<file path="src/rtl/modn_down_counter_pkg.sv">
// Shared types and helpers for the loadable mod-N down counter.
package counter_pkg;

  typedef enum logic [1:0] {
    IDLE = 2'd0,
    RUN  = 2'd1,
    DONE = 2'd2
  } state_t;

  function automatic int unsigned clamp_mod(
    input int unsigned value,
    input int unsigned mod
  );
    return (value >= mod) ? mod - 1 : value;
  endfunction

endpackage

</file>
<file path="src/rtl/modn_down_counter_if.sv">
// Control/status bundle between a controller and the mod-N down counter.
interface modn_down_counter_if #(
  parameter int WIDTH = 3
);

  logic             start;
  logic [WIDTH-1:0] load_value;
  logic             enable;
  logic             abort;
  logic [WIDTH-1:0] value;
  logic             busy;
  logic             borrow;
  logic             done;

  modport master (
    output start, load_value, enable, abort,
    input  value, busy, borrow, done
  );

  modport slave (
    input  start, load_value, enable, abort,
    output value, busy, borrow, done
  );

endinterface

</file>
<file path="src/rtl/modn_down_counter.sv">
// Loadable mod-N down counter/timer with borrow pulse and done level.
// Define AUTO_RELOAD_EN to reload from the start value instead of stopping.
module modn_down_counter
  import counter_pkg::*;
#(
  parameter int unsigned MOD   = 7,
  parameter int          WIDTH = $clog2(MOD)
) (
  input logic clock,
  input logic reset,
  modn_down_counter_if.slave bus
);

  state_t           state_q;
  logic [WIDTH-1:0] value_q;
  logic [WIDTH-1:0] reload_q;
  logic             busy_q;
  logic             borrow_q;
  logic             done_q;
  logic [WIDTH-1:0] load_d;

  assign load_d = WIDTH'(clamp_mod(32'(bus.load_value), MOD));

  always_ff @(posedge clock) begin
    if (!reset) begin
      state_q  <= IDLE;
      value_q  <= '0;
      reload_q <= '0;
      busy_q   <= 1'b0;
      borrow_q <= 1'b0;
      done_q   <= 1'b0;
    end else begin
      borrow_q <= 1'b0;
      unique case (state_q)
        IDLE, DONE: begin
          if (bus.abort) begin
            state_q <= IDLE;
            value_q <= '0;
            done_q  <= 1'b0;
          end else if (bus.start) begin
            value_q  <= load_d;
            reload_q <= load_d;
            // A zero start value finishes on the load edge itself.
            if (load_d != '0) begin
              state_q <= RUN;
              busy_q  <= 1'b1;
              done_q  <= 1'b0;
            end else begin
              state_q  <= DONE;
              borrow_q <= 1'b1;
              done_q   <= 1'b1;
            end
          end
        end
        RUN: begin
          if (bus.abort) begin
            state_q <= IDLE;
            value_q <= '0;
            busy_q  <= 1'b0;
          end else if (bus.enable) begin
            if (value_q > WIDTH'(1)) begin
              value_q <= value_q - WIDTH'(1);
            end else if (value_q == WIDTH'(1)) begin
              value_q  <= '0;
              borrow_q <= 1'b1;
`ifndef AUTO_RELOAD_EN
              state_q  <= DONE;
              busy_q   <= 1'b0;
              done_q   <= 1'b1;
`endif
            end else begin
              value_q <= reload_q;
            end
          end
        end
        default: begin
          state_q <= IDLE;
          value_q <= '0;
          busy_q  <= 1'b0;
          done_q  <= 1'b0;
        end
      endcase
    end
  end

  assign bus.value  = value_q;
  assign bus.busy   = busy_q;
  assign bus.borrow = borrow_q;
  assign bus.done   = done_q;

endmodule

</file>
<file path="src/flat_wrapper.sv">
// flat-port wrapper written by rule: the top's interface ports become plain ports
module modn_down_counter_flat import counter_pkg::*;
#(
  parameter int unsigned MOD   = 7,
  parameter int          WIDTH = $clog2(MOD)
)
  (clock, reset, bus_start, bus_load_value, bus_enable, bus_abort, bus_value, bus_busy, bus_borrow, bus_done);
  modn_down_counter_if #(.WIDTH(WIDTH)) bus_i ();
  input logic clock;
  input logic reset;
  input wire logic [$bits(bus_i.start)-1:0] bus_start;
  input wire logic [$bits(bus_i.load_value)-1:0] bus_load_value;
  input wire logic [$bits(bus_i.enable)-1:0] bus_enable;
  input wire logic [$bits(bus_i.abort)-1:0] bus_abort;
  output wire logic [$bits(bus_i.value)-1:0] bus_value;
  output wire logic [$bits(bus_i.busy)-1:0] bus_busy;
  output wire logic [$bits(bus_i.borrow)-1:0] bus_borrow;
  output wire logic [$bits(bus_i.done)-1:0] bus_done;
  assign bus_i.start = bus_start;
  assign bus_i.load_value = bus_load_value;
  assign bus_i.enable = bus_enable;
  assign bus_i.abort = bus_abort;
  assign bus_value = bus_i.value;
  assign bus_busy = bus_i.busy;
  assign bus_borrow = bus_i.borrow;
  assign bus_done = bus_i.done;
  modn_down_counter #(.MOD(MOD), .WIDTH(WIDTH)) u_core (.clock(clock), .reset(reset), .bus(bus_i));
endmodule
</file>
<file path="config.mk">
export PLATFORM = sky130hd
export DESIGN_NAME = modn_down_counter_flat
export DESIGN_NICKNAME = d
export VERILOG_FILES = /design/src/rtl/modn_down_counter_pkg.sv /design/src/rtl/modn_down_counter_if.sv /design/src/rtl/modn_down_counter.sv /design/src/flat_wrapper.sv
export SDC_FILE = /design/constraint.sdc
export NUM_CORES = 1
export LEC_CHECK = 0
export CAP_MARGIN = 20
export CORE_AREA = 2 2 39 41
export CTS_CLUSTER_SIZE = 25
export DETAILED_ROUTE_END_ITERATION = 10
export DIE_AREA = 0 0 41 43
export GPL_TIMING_DRIVEN = 0
export PLACE_DENSITY = 0.71
export SLEW_MARGIN = 20
export SYNTH_ARGS = -nofsm -noshare
export SYNTH_HDL_FRONTEND = slang
export SYNTH_SLANG_ARGS = --single-unit
</file>
<file path="constraint.sdc">
create_clock -name clock -period 3.8 [get_ports clock]
set_clock_uncertainty 0.1 [all_clocks]
set_input_delay 0.76 -clock clock [delete_from_list [all_inputs] [get_ports clock]]
set_output_delay 0.76 -clock clock [all_outputs]
set_load 0.03 [all_outputs]
</file>
==> Word level (Yosys, flattened, before mapping) <==
Index checks and enable logic that the tools add are counted.
{ "classes": {"n_addsub": 1, "order_cmp": 2, "n_eq_ne": 14, "n_mux": 39, "bitwise_logic": 1, "reduce_logical": 8} }
{ "op_table": {"columns": ["cell", "count"], "rows": [
  ["3-bit two-way mux", 7],
  ["1-bit two-way mux", 20],
  ["2-bit two-way mux", 7],
  ["2-bit != test, second input constant", 5],
  ["3-bit != test, second input constant", 3],
  ["1-bit one-hot mux with 2 select lines", 3],
  ["3-bit one-hot mux with 2 select lines", 1],
  ["6-bit AND reduction", 1],
  ["5-bit AND reduction", 1],
  ["2-bit by 1-bit != test with 1-bit output, second input constant", 2],
  ["2-bit one-hot mux with 2 select lines", 1],
  ["4-bit AND reduction", 1],
  ["3-bit by 1-bit equality test with 1-bit output, second input constant", 1],
  ["3-bit greater-or-equal comparator, second input constant", 1],
  ["3-bit by 1-bit > comparator with 1-bit output, second input constant", 1],
  ["3-bit by 2-bit != test with 1-bit output, second input constant", 1],
  ["3-bit AND reduction", 1],
  ["3-bit nonzero test", 1],
  ["3-bit by 1-bit subtractor with 3-bit output, second input constant", 1],
  ["2-bit by 1-bit equality test with 1-bit output, second input constant", 1],
  ["2-bit equality test, second input constant", 1],
  ["2-bit logical NOT", 1],
  ["2-bit AND reduction", 1],
  ["2-bit OR reduction", 1],
  ["1-bit inverter", 1]
]} }
{ "word_totals": {"reg_bits": 11, "input_bits": 8, "output_inout_bits": 6} }

==> Depth between registers and ports, before layout <==
{ "depth": {"ltp_word": 7, "depth_mapped": 6, "ltp_nobuf": 6} }

==> Worst setup path before layout <==
Ideal clock, no wire load.
{ "synth_timing": {"path_type": "in2reg", "from": "in bus_load_value[2]", "to": "reg u_core.done_q, in the netlist u_core.bus.done", "setup_ps": 70, "t_arrival_ps": 1731, "required_ps": 3630, "setup_slack_ps": 1899, "stages": 4, "cell_sequence": "or3_4 -> or2_4 -> a211o_1 -> a21oi_1"} }
{ "synth_between": {"elab_chain_cells": 7} }
{ "synth_lines": {"columns": ["item", "line", "rtl"], "rows": [
  ["from (decl)", "flat_wrapper.sv:12", "input wire logic [$bits(bus_i.load_value)-1:0] bus_load_value;"],
  ["3-bit greater-or-equal comparator", "modn_down_counter_pkg.sv:14", "return (value >= mod) ? mod - 1 : value;"],
  ["3-bit two-way mux *", "modn_down_counter_pkg.sv:14", null],
  ["3-bit nonzero test *", "modn_down_counter.sv:44", "if (load_d != '0) begin"],
  ["1-bit two-way mux *", "modn_down_counter.sv:44", null],
  ["1-bit two-way mux *", "modn_down_counter.sv:40", "end else if (bus.start) begin"],
  ["1-bit two-way mux *", "modn_down_counter.sv:36", "if (bus.abort) begin"],
  ["1-bit one-hot mux with 2 select lines *", "modn_down_counter.sv:34", "unique case (state_q)"],
  ["to (signal assigned)", "modn_down_counter.sv:39", "done_q <= 1'b0;"],
  ["to (signal assigned)", "modn_down_counter.sv:47", "done_q <= 1'b0;"],
  ["to (signal assigned)", "modn_down_counter.sv:51", "done_q <= 1'b1;"],
  ["to (decl)", "modn_down_counter.sv:19", "logic done_q;"]
]} }
Every way passes the cells marked *; elsewhere a longest branch is shown, timed or not. The select of a mux whose other input is x is not followed.
A chain may end at the register's enable or synchronous reset.

==> Worst setup path after layout <==
{ "layout_timing": {"from": "reg u_core.value_q[2], in the netlist u_core.bus.value[2]", "to": "out bus_value[2]"} }
{ "layout_lines": {"columns": ["item", "line", "rtl"], "rows": [
  ["from (decl)", "modn_down_counter.sv:15", "logic [WIDTH-1:0] value_q;"],
  ["from (signal assigned)", "modn_down_counter.sv:41", "value_q <= load_d;"],
  ["from (signal assigned)", "modn_down_counter.sv:62", "value_q <= value_q - WIDTH'(1);"],
  ["from (signal assigned)", "modn_down_counter.sv:72", "value_q <= reload_q;"],
  ["to (decl)", "flat_wrapper.sv:15", "output wire logic [$bits(bus_i.value)-1:0] bus_value;"]
]} }
No word-level cell between the ends.

==> flow_metrics.env <==
export IMPL_ios=14
export IMPL_slew_headroom=0.6831
export IMPL_clk_pin_slew_worst_paths_ns=0.07
export IMPL_synth_flop_cell="dfxtp_1"
export IMPL_crit_family="buffers and inverters"
export IMPL_arrival_ns=1.44
export IMPL_critPathLaunchType="flip-flop"
export IMPL_totalWireLength_mm=1.314
export IMPL_rows=14
export IMPL_clk_latency_ns=0.27
export IMPL_slowest_stage="clkdlybuf4s50_1"
export IMPL_place_area_um2=765.7
export IMPL_cts_resized=0
export IMPL_synth_edf_count=0
export IMPL_nets=102
export IMPL_async_flop_share=0
export IMPL_rsz0062_at_grt="no"
export IMPL_cts_sink_count=11
export IMPL_route_detailed_wl_per_inst_um=12.28
export IMPL_ctsHoldBuffers=0
export IMPL_required_ns=2.94
export IMPL_p_leak_nw=0.2947
export IMPL_setup_viol=0
export IMPL_final_max_slew_viol_count=0
export IMPL_vias_per_cell=5.336
export IMPL_period_minus_slack_ns=2.297
export IMPL_cts_root_buf="clkbuf_4"
export IMPL_grt_pass1_wl_mm=2.242
export IMPL_hold_path_class="flip-flop to flip-flop"
export IMPL_antennaDiodeCount=0
export IMPL_synthTopCellsByCount="dfxtp_1, nor2_1, inv_1"
export IMPL_end_kind="primary output"
export IMPL_cts_buffers_inserted=3
export IMPL_netlist_instances=74
export IMPL_antenna_found_initial=0
export IMPL_grt_max_degree=11
export IMPL_clock_fmax_mhz=435.3
export IMPL_clockBufferDepth=2
export IMPL_peakVddDrop_mv=0.1720
export IMPL_post_place_ws_ns=1.367
export IMPL_hold_viol=0
export IMPL_fin_cells=107
export IMPL_vias=571
export IMPL_core_area_um2=1384
export IMPL_status="finished clean"
export IMPL_seq_area_frac_synth=0.3577
export IMPL_cts_htree_levels=1
export IMPL_start_util=0.4448
export IMPL_first_pass_iters=4
export IMPL_power_density_nw_per_um2=314.6
export IMPL_synth_area_top_cells="dfxtp_1, mux2i_1, nor2_1"
export IMPL_grt_pass1_vias=537
export IMPL_cts_setup_buffers=0
export IMPL_dp_hpwl_um=991.7
export IMPL_drc=0
export IMPL_crit_chain="clkdlybuf4s50_1"
export IMPL_first_iter_violations=9
export IMPL_max_stage_delay_ns=0.72
export IMPL_maxCapViolCount=0
export IMPL_yosysUniqueCellTypes=29
export IMPL_gp_congestion=0.7341
export IMPL_die_x_um=41
export IMPL_crit_type="flip-flop to primary output"
export IMPL_synth_fp_nets=84
export IMPL_synth_top_area_frac=0.3577
export IMPL_synth_warnings=0
export IMPL_finalInstanceArea_um2=792.0
export IMPL_synth_seq_cells=11
export IMPL_synth_area_um2=615.6
export IMPL_drive_gt1_frac=0.06593
export IMPL_antenna_left=0
export IMPL_die_area_um2=1763
export IMPL_synth_most_common_cell="dfxtp_1"
export IMPL_gr_total_overflow=0
export IMPL_dp_cells=103
export IMPL_area_delta_synth_final_pct=28.66
export IMPL_tightest_slew_ns=0.4727
export IMPL_cts_tree="yes"
export IMPL_die_h_um=43
export IMPL_yosysTopAreaCell="dfxtp_1"
export IMPL_io_buffers=13
export IMPL_fin_tns_setup_ns=0
export IMPL_cp_num_buf_inv=1
export IMPL_worstPathMaxFanout=7
export IMPL_final_period_utilization=0.6045
export IMPL_track_usage=0.1865
export IMPL_avgSynthCellArea_um2=8.319
export IMPL_worst_slack_ns=1.503
## path summary, 6_finish.rpt
kind | cells after the start | slack [ns] | from | endpoint
worst min-delay path | 2 | 0.43 | u_core.reload_q[2] | u_core.reload_q[2]
worst max-delay path | 1 | 1.50 | u_core.bus.value[2] | bus_value[2]
worst min register to register | 2 | 0.43 | u_core.reload_q[2] | u_core.reload_q[2]
worst max register to register | 5 | 2.20 | u_core.bus.value[1] | u_core.bus.busy
## state kept, by name (all words and copies together) (netlist names)
signal             count
u_core.reload_q        3
u_core.state_q         2
u_core.bus.done        1
u_core.bus.borrow      1
u_core.bus.busy        1
u_core.bus.value       3
## per-stage QoR
stage / hold slack, ns / total power, mW / util
finish: 0.4257 / 0.2492 / 0.5723
global placement: 0.3832 / 0.1716 / 0.5533
floorplan: 0.3601 / 0.1526 / -
CTS: 0.4228 / 0.2544 / 0.5723
global route: 0.4518 / 0.2653 / 0.5723
detailed placement: 0.3967 / 0.1720 / 0.5533
## layout make-up
type                            count  area [um2]
Buffer                              1       3.754
Clock buffer                        4       26.28
Fill cell                         133       591.8
Inverter                            7       26.28
Multi-Input combinational cell     55       365.4
Sequential cell                    11       220.2
Tap cell                           16       20.02
Timing Repair Buffer               13       130.1
## cells in the final DEF (no fill, tap or decap), types with 2 or more instances in the layout
cell	instances
a21oi_1	3
clkbuf_1	2
clkbuf_4	3
clkdlybuf4s50_1	13
dfxtp_1	11
ha_1	2
inv_1	7
mux2i_1	4
nand2_1	6
nand2b_1	2
nand3_1	4
nand4_1	2
nor2_1	8
nor2b_1	2
nor3b_1	2
o21a_1	3
o21ai_0	3
## tightest hold or removal path: stages, from the launching register on
cell and delay (ns):
dfxtp_1 0.34, mux2i_1 0.07, nor2_1 0.08
## power breakdown
group,internal (mW),switching (mW)
logic,0.0219,0.0243
registers,0.120,0.00394
clock network,0.0406,0.0387
## logic make-up after synthesis
logic type	count (synthesis)	share of synthesized area
AO/OA/AOI/OAI	18	0.2175
adder cells (fa/ha/maj)	2	0.04064
buffers and inverters	8	0.04878
flip-flops	11	0.3577
multiplexers	4	0.06504
AND/OR/NAND/NOR	31	0.2703
## metal layers
metal	track usage	part of all wire
met1	0.2638	0.53
met2	0.2500	0.43
met3	0.03141	0.030
met4	0.1200	0.011
met5	0	0
(Power assumes the default switching activity.)
